File: config.mk
export PLATFORM = sky130hd
export DESIGN_NAME = uart_mmio_fifo_flat
export DESIGN_NICKNAME = d
export VERILOG_FILES = /design/src/rtl/uart_mmio_fifo_if.sv /design/src/rtl/uart_mmio_fifo.sv /design/src/flat_wrapper.sv
export SDC_FILE = /design/constraint.sdc
export NUM_CORES = 1
export LEC_CHECK = 0
export CAP_MARGIN = 25
export CORE_UTILIZATION = 40
export CTS_CLUSTER_SIZE = 8
export DETAILED_ROUTE_END_ITERATION = 8
export PLACE_DENSITY_LB_ADDON = 0.3
export SYNTH_ARGS = -nofsm -noshare
export SYNTH_HDL_FRONTEND = slang
export SYNTH_SLANG_ARGS = --single-unit
File: constraint.sdc
create_clock -name clk -period 3.1 [get_ports clk]
set_clock_uncertainty 0.15 [all_clocks]
set_input_delay 0.465 -clock clk [delete_from_list [all_inputs] [get_ports clk]]
set_output_delay 0.465 -clock clk [all_outputs]
set_load 0.005 [all_outputs]
File: src/rtl/uart_mmio_fifo_if.sv
// rtl/uart_mmio_fifo_if.sv - CPU data-port bus into the UART MMIO window
interface uart_mmio_fifo_if #(
  parameter int XLEN = 32
);
  logic [XLEN-1:0] bus_addr;
  logic [XLEN-1:0] bus_wdata;
  logic            bus_we;
  logic            bus_rd;
  logic            bus_sel;
  logic [XLEN-1:0] bus_rdata;

  modport master (
    output bus_addr, bus_wdata, bus_we, bus_rd,
    input  bus_sel, bus_rdata
  );

  modport slave (
    input  bus_addr, bus_wdata, bus_we, bus_rd,
    output bus_sel, bus_rdata
  );
endinterface

File: src/rtl/uart_mmio_fifo.sv
// rtl/uart_mmio_fifo.sv - memory-mapped UART front end with RX/TX byte FIFOs
module uart_mmio_fifo #(
  parameter int              XLEN       = 32,
  parameter int              DEPTH_LOG2 = 4,
  parameter logic [XLEN-1:0] BASE       = 32'h00021000
) (
  input  logic             clk,
  input  logic             reset,
  uart_mmio_fifo_if.slave  bus,
  output logic [7:0]       tx_data,
  output logic             tx_data_valid,
  input  logic             tx_data_ack,
  input  logic [7:0]       rx_data,
  input  logic             rx_data_fresh,
  output logic             irq
);
  localparam int DEPTH = 1 << DEPTH_LOG2;
  localparam int PW    = DEPTH_LOG2;
  localparam int CW    = DEPTH_LOG2 + 1;

  typedef enum logic {IDLE, SEND} tx_state_t;

  logic [7:0]    rx_mem [DEPTH];
  logic [7:0]    tx_mem [DEPTH];
  logic [PW-1:0] rx_wr_ptr, rx_rd_ptr, tx_wr_ptr, tx_rd_ptr;
  logic [CW-1:0] rx_count, tx_count;
  logic          rx_overrun, tx_overflow;
  logic [1:0]    ctrl;
  tx_state_t     state, state_next;

  logic          sel;
  logic [1:0]    reg_idx;
  logic          rx_empty, rx_full, tx_empty, tx_full, tx_idle;
  logic          rx_pop, rx_push, rx_drop;
  logic          tx_req, tx_pop, tx_push, tx_drop;
  logic          status_wr, ctrl_wr;
  logic [XLEN-1:0] rdata;
  logic          unused_bits;

  assign sel     = bus.bus_addr[XLEN-1:4] == BASE[XLEN-1:4];
  assign reg_idx = bus.bus_addr[3:2];
  assign unused_bits = ^{bus.bus_addr[1:0], bus.bus_wdata[XLEN-1:8]};

  assign rx_empty = rx_count == '0;
  assign rx_full  = rx_count == CW'(DEPTH);
  assign tx_empty = tx_count == '0;
  assign tx_full  = tx_count == CW'(DEPTH);
  assign tx_idle  = tx_empty && (state == IDLE);

  // A pop frees a slot in the same cycle, so a full FIFO can still accept a push
  assign rx_pop  = bus.bus_rd && sel && (reg_idx == 2'd0) && !rx_empty;
  assign rx_push = rx_data_fresh && (!rx_full || rx_pop);
  assign rx_drop = rx_data_fresh && rx_full && !rx_pop;

  assign tx_req  = bus.bus_we && sel && (reg_idx == 2'd0);
  assign tx_pop  = (state == SEND) && tx_data_ack;
  assign tx_push = tx_req && (!tx_full || tx_pop);
  assign tx_drop = tx_req && tx_full && !tx_pop;

  assign status_wr = bus.bus_we && sel && (reg_idx == 2'd1);
  assign ctrl_wr   = bus.bus_we && sel && (reg_idx == 2'd2);

  always_ff @(posedge clk) begin
    if (rx_push) rx_mem[rx_wr_ptr] <= rx_data;
    if (tx_push) tx_mem[tx_wr_ptr] <= bus.bus_wdata[7:0];
  end

  always_ff @(posedge clk or negedge reset) begin
    if (!reset) begin
      rx_wr_ptr   <= '0;
      rx_rd_ptr   <= '0;
      rx_count    <= '0;
      tx_wr_ptr   <= '0;
      tx_rd_ptr   <= '0;
      tx_count    <= '0;
      rx_overrun  <= 1'b0;
      tx_overflow <= 1'b0;
      ctrl        <= 2'b00;
      irq         <= 1'b0;
    end else begin
      if (rx_push) rx_wr_ptr <= rx_wr_ptr + PW'(1);
      if (rx_pop)  rx_rd_ptr <= rx_rd_ptr + PW'(1);
      if (rx_push && !rx_pop)      rx_count <= rx_count + CW'(1);
      else if (!rx_push && rx_pop) rx_count <= rx_count - CW'(1);

      if (tx_push) tx_wr_ptr <= tx_wr_ptr + PW'(1);
      if (tx_pop)  tx_rd_ptr <= tx_rd_ptr + PW'(1);
      if (tx_push && !tx_pop)      tx_count <= tx_count + CW'(1);
      else if (!tx_push && tx_pop) tx_count <= tx_count - CW'(1);

      // Set has priority over a write-1-to-clear in the same cycle
      if (rx_drop)                                rx_overrun <= 1'b1;
      else if (status_wr && bus.bus_wdata[3])     rx_overrun <= 1'b0;
      if (tx_drop)                                tx_overflow <= 1'b1;
      else if (status_wr && bus.bus_wdata[4])     tx_overflow <= 1'b0;

      if (ctrl_wr) ctrl <= bus.bus_wdata[1:0];
      irq <= (ctrl[0] && !rx_empty) || (ctrl[1] && tx_idle);
    end
  end

  always_ff @(posedge clk or negedge reset) begin
    if (!reset) state <= IDLE;
    else        state <= state_next;
  end

  always_comb begin
    state_next    = state;
    tx_data_valid = 1'b0;
    tx_data       = 8'h00;
    case (state)
      IDLE: if (!tx_empty) state_next = SEND;
      SEND: begin
        tx_data_valid = 1'b1;
        tx_data       = tx_mem[tx_rd_ptr];
        if (tx_data_ack && (tx_count == CW'(1)) && !tx_push) state_next = IDLE;
      end
      default: state_next = IDLE;
    endcase
  end

  always_comb begin
    rdata = '0;
    if (sel) begin
      case (reg_idx)
        2'd0: begin
          rdata[XLEN-1] = rx_empty;
          rdata[7:0]    = rx_empty ? 8'h00 : rx_mem[rx_rd_ptr];
        end
        2'd1: begin
          rdata[0]       = !rx_empty;
          rdata[1]       = tx_full;
          rdata[2]       = tx_idle;
          rdata[3]       = rx_overrun;
          rdata[4]       = tx_overflow;
          rdata[8 +: CW]  = rx_count;
          rdata[16 +: CW] = tx_count;
        end
        2'd2: rdata[1:0] = ctrl;
        default: rdata = '0;
      endcase
    end
  end

  assign bus.bus_sel   = sel;
  assign bus.bus_rdata = rdata;
endmodule
File: src/flat_wrapper.sv
// flat-port wrapper written by rule: the top's interface ports become plain ports
module uart_mmio_fifo_flat 
#(
  parameter int              XLEN       = 32,
  parameter int              DEPTH_LOG2 = 4,
  parameter logic [XLEN-1:0] BASE       = 32'h00021000
)
  (clk, reset, tx_data, tx_data_valid, tx_data_ack, rx_data, rx_data_fresh, irq, bus_bus_addr, bus_bus_wdata, bus_bus_we, bus_bus_rd, bus_bus_sel, bus_bus_rdata);
  uart_mmio_fifo_if #(.XLEN(XLEN)) bus_i ();
  input  logic clk;
  input  logic reset;
  output logic [7:0] tx_data;
  output logic tx_data_valid;
  input  logic tx_data_ack;
  input  logic [7:0] rx_data;
  input  logic rx_data_fresh;
  output logic irq;
  input wire logic [$bits(bus_i.bus_addr)-1:0] bus_bus_addr;
  input wire logic [$bits(bus_i.bus_wdata)-1:0] bus_bus_wdata;
  input wire logic [$bits(bus_i.bus_we)-1:0] bus_bus_we;
  input wire logic [$bits(bus_i.bus_rd)-1:0] bus_bus_rd;
  output wire logic [$bits(bus_i.bus_sel)-1:0] bus_bus_sel;
  output wire logic [$bits(bus_i.bus_rdata)-1:0] bus_bus_rdata;
  assign bus_i.bus_addr = bus_bus_addr;
  assign bus_i.bus_wdata = bus_bus_wdata;
  assign bus_i.bus_we = bus_bus_we;
  assign bus_i.bus_rd = bus_bus_rd;
  assign bus_bus_sel = bus_i.bus_sel;
  assign bus_bus_rdata = bus_i.bus_rdata;
  uart_mmio_fifo #(.XLEN(XLEN), .DEPTH_LOG2(DEPTH_LOG2), .BASE(BASE)) u_core (.clk(clk), .reset(reset), .bus(bus_i), .tx_data(tx_data), .tx_data_valid(tx_data_valid), .tx_data_ack(tx_data_ack), .rx_data(rx_data), .rx_data_fresh(rx_data_fresh), .irq(irq));
endmodule
==> flow_summary.ini <==
[route]
drt_drc_violations_left = 0
ant_nets = 0
drt_iter0_drc = 488
wire_per_inst_um = 21.5
first_pass_iters = 5
via_per_inst = 5.34
vias = 6739
routed_wl_um = 27100

[cts]
clk_latency_ns = 0.52
htree_levels = 2
cts-buffers-inserted = 42
clk_pin_slew_ns = 0.05
root_buffer = clkbuf_16
cts_tree = built
clock_path_buffers = 3
cts_sinks = 288

[yosys]
synth_top_cell_area_share_pct = 63.2
synthCells = 638
synth-main-ff-cell = edfxtp_1
synthXorXnorAreaFrac_pct = 1.58
yosysSeqAreaShare_pct = 69.7
synthSimpleGateAreaFrac_pct = 6.96
netlist_area_um2 = 12200
ys_seq_elements = 288
yosysWarningCount = 0
synth_compound_area_share_pct = 2.64
synthTopCellsByCount = 256 x edfxtp_1, 72 x mux4_2, 32 x dfrtp_1, 25 x and2_1, 20 x buf_4
synth_top_area_cell = edfxtp_1
synth_cell_types = 58
synth_edf_count = 256
syn_area_per_cell_um2 = 19.1
synth_top_family_by_area = multiplexers
synthMuxAreaShare_pct = 14.6
yosys-top-cells-area = edfxtp_1 63%, mux4_2 13%, dfrtp_1 6.6%
synthAdderAreaFrac_pct = 2.02
async_flop_share_pct = 11.1
yosysMostFrequentCell = edfxtp_1

[run_status]
status = finished with violations
violations = setup timing

[job]
maxCapViolations = 0

[timing]
setup_tns_ns = -0.794
setup_viol = 9
max_freq_ghz = 0.306
tightest_slew_ns = 0.789
finalCritPeriodShare_pct = 105
post-route-min-period_ns = 3.27
relSlewSlack_pct = 47.4
rsz0062_at_grt = true
drv_slew = 0
finalHoldViolations = 0
fin_ws_ns = -0.167

[setup_path]
worstSetupStartpointType = register
required_ns = 2.48
worst_setup_path_end_kind = primary output
worstPathArrival_ns = 2.65
path_class = reg -> out
path_max_fanout = 6

[layout]
layout.nets = 944
multi_input_area_um2 = 3680
fillers = 2309
syn_to_final_growth_pct = 30.9
seq_area_um2 = 8490
drive_above_1_share_pct = 36.5
insertedDiodeCount = 0

[placement]
hpwl_um = 17300
io_buffers = 81
routabilityCongestion = 0.776
dp_slack_ns = -0.345

[floorplan]
core_area_um2 = 29800
ios = 121
row_count = 63
fp.dieH_um = 176
start_util_pct = 40.8
die_w_um = 176
die-area_um2 = 31100

[power]
p_seq_share_pct = 40.4
powerDensity_nw_per_um2 = 748
power.switching_uw = 3020
leakage_uw = 0.00567
power.internal_uw = 8880
vdd_drop_max_v = 0.000494
pwr-share-comb_pct = 24.8
clkPwrFrac_pct = 34.7
switching_share_pct = 25.4

[grt]
overflow = 0
grt_pass1_wl_um = 41800
grt_max_degree = 36
grt_antenna_before_repair = 0
first_global_vias = 7170
grt_use_total_pct = 17.9

[hold_path]
hp-class = reg -> reg
[repair_timing]
action / CTS / global route
pin swaps: 26 / 21
endpoints found under the hold margin: 32 / 0
endpoints found under the setup margin: 27 / 28
cloned: 5 / 0
gates resized for setup: 125 / 40
setup buffers: 26 / 7
hold buffers: 1 / 0
[per-stage QoR]
stage / power (uW) / cell area, um2 / util, % / hold WS [ns] / instances
6_report: 11900 / 15900 / 53.5 / 0.348 / 1261
5_1_grt: 12400 / 15900 / 53.5 / 0.372 / 1261
4_1_cts: 12000 / 15800 / 53.0 / 0.334 / 1257
3_5_place_dp: 7300 / 14100 / 47.2 / 0.340 / 1157
3_3_place_gp: 7180 / 14100 / 47.2 / 0.333 / 1157
2_1_floorplan: 6270 / 12300 / - / 0.0194 / 650
[registers in the layout (all words and copies together), names as in the netlist, 4 cells and up]
register / flops
u_core.rx_rd_ptr: 4
u_core.rx_wr_ptr: 4
u_core.tx_mem: 128
u_core.tx_count: 5
u_core.rx_count: 5
u_core.tx_wr_ptr: 4
u_core.tx_rd_ptr: 4
u_core.rx_mem: 128
[layout make-up]
| class | instances | area share [%] |
|---|---|---|
| flip-flops and latches | 288 | 53.3 |
| clock inverters | 3 | 0.236 |
| multi-input cells | 304 | 23.1 |
| well taps | 390 | 3.06 |
| repair buffers | 193 | 12.5 |
| inverters | 18 | 0.424 |
| clock buffers | 65 | 7.40 |
[power groups by stage]
stage / registers [uW] / logic, uW / clock network, uW
floorplan: 4740 / 1530 / 0
global route: 4850 / 3170 / 4370
detailed placement: 4900 / 2400 / 0
finish: 4820 / 2960 / 4130
global placement: 4870 / 2310 / 0
CTS: 4810 / 2940 / 4200
[critical path, cell delays in order (launching register included)]
cell	delay, ns
dfrtp_2	0.41
buf_12	0.13
buf_12	0.12
mux4_2	0.50
mux4_2	0.54
a32o_2	0.29
buf_2	0.13
[path summary, 6_finish.rpt]
| kind | end | cells after the start | from | slack [ns] |
|---|---|---|---|---|
| max in group asynchronous | u_core.tx_rd_ptr[0] | 2 | reset | 1.82 |
| setup reg to reg | u_core.rx_count[4] | 14 | u_core.rx_count[0] | 0.06 |
| hold reg to reg | u_core.irq | 2 | u_core.ctrl[1] | 0.35 |
| setup / recovery | bus_bus_rdata[4] | 6 | u_core.rx_rd_ptr[0] | -0.17 |
| min in group asynchronous | u_core.rx_wr_ptr[1] | 2 | reset | 0.42 |
| hold / removal | u_core.irq | 2 | u_core.ctrl[1] | 0.35 |
[cells in the final DEF (no fill, tap or decap), types with 19 or more instances in the layout]
| cell | instances |
|---|---|
| clkbuf_1 | 20 |
| buf_12 | 19 |
| dfrtp_1 | 29 |
| buf_4 | 75 |
| edfxtp_1 | 256 |
| mux4_2 | 72 |
| clkbuf_16 | 43 |
| clkdlybuf4s50_1 | 47 |
| buf_6 | 21 |
[metal layers]
metal  track usage, %  routed length, um  vias to the layer above
met5                0                  0                        -
met4             4.99                496                        0
met3             3.92               1600                       40
met2             30.2              13800                      243
met1             23.2              11200                     3477
li1                 -                  -                     2979
[kinds of logic after synthesis]
| kind of cell | Yosys count |
|---|---|
| muxes | 86 |
| xor gates and xnor gates | 22 |
| adders and majority gates | 19 |
| DFF | 288 |
| buffers and inverters | 58 |
| and+or+nand+nor | 123 |
| other | 1 |
| AOI/OAI and AO/OA | 41 |
No activity file was read; power rests on OpenSTA's default activity.
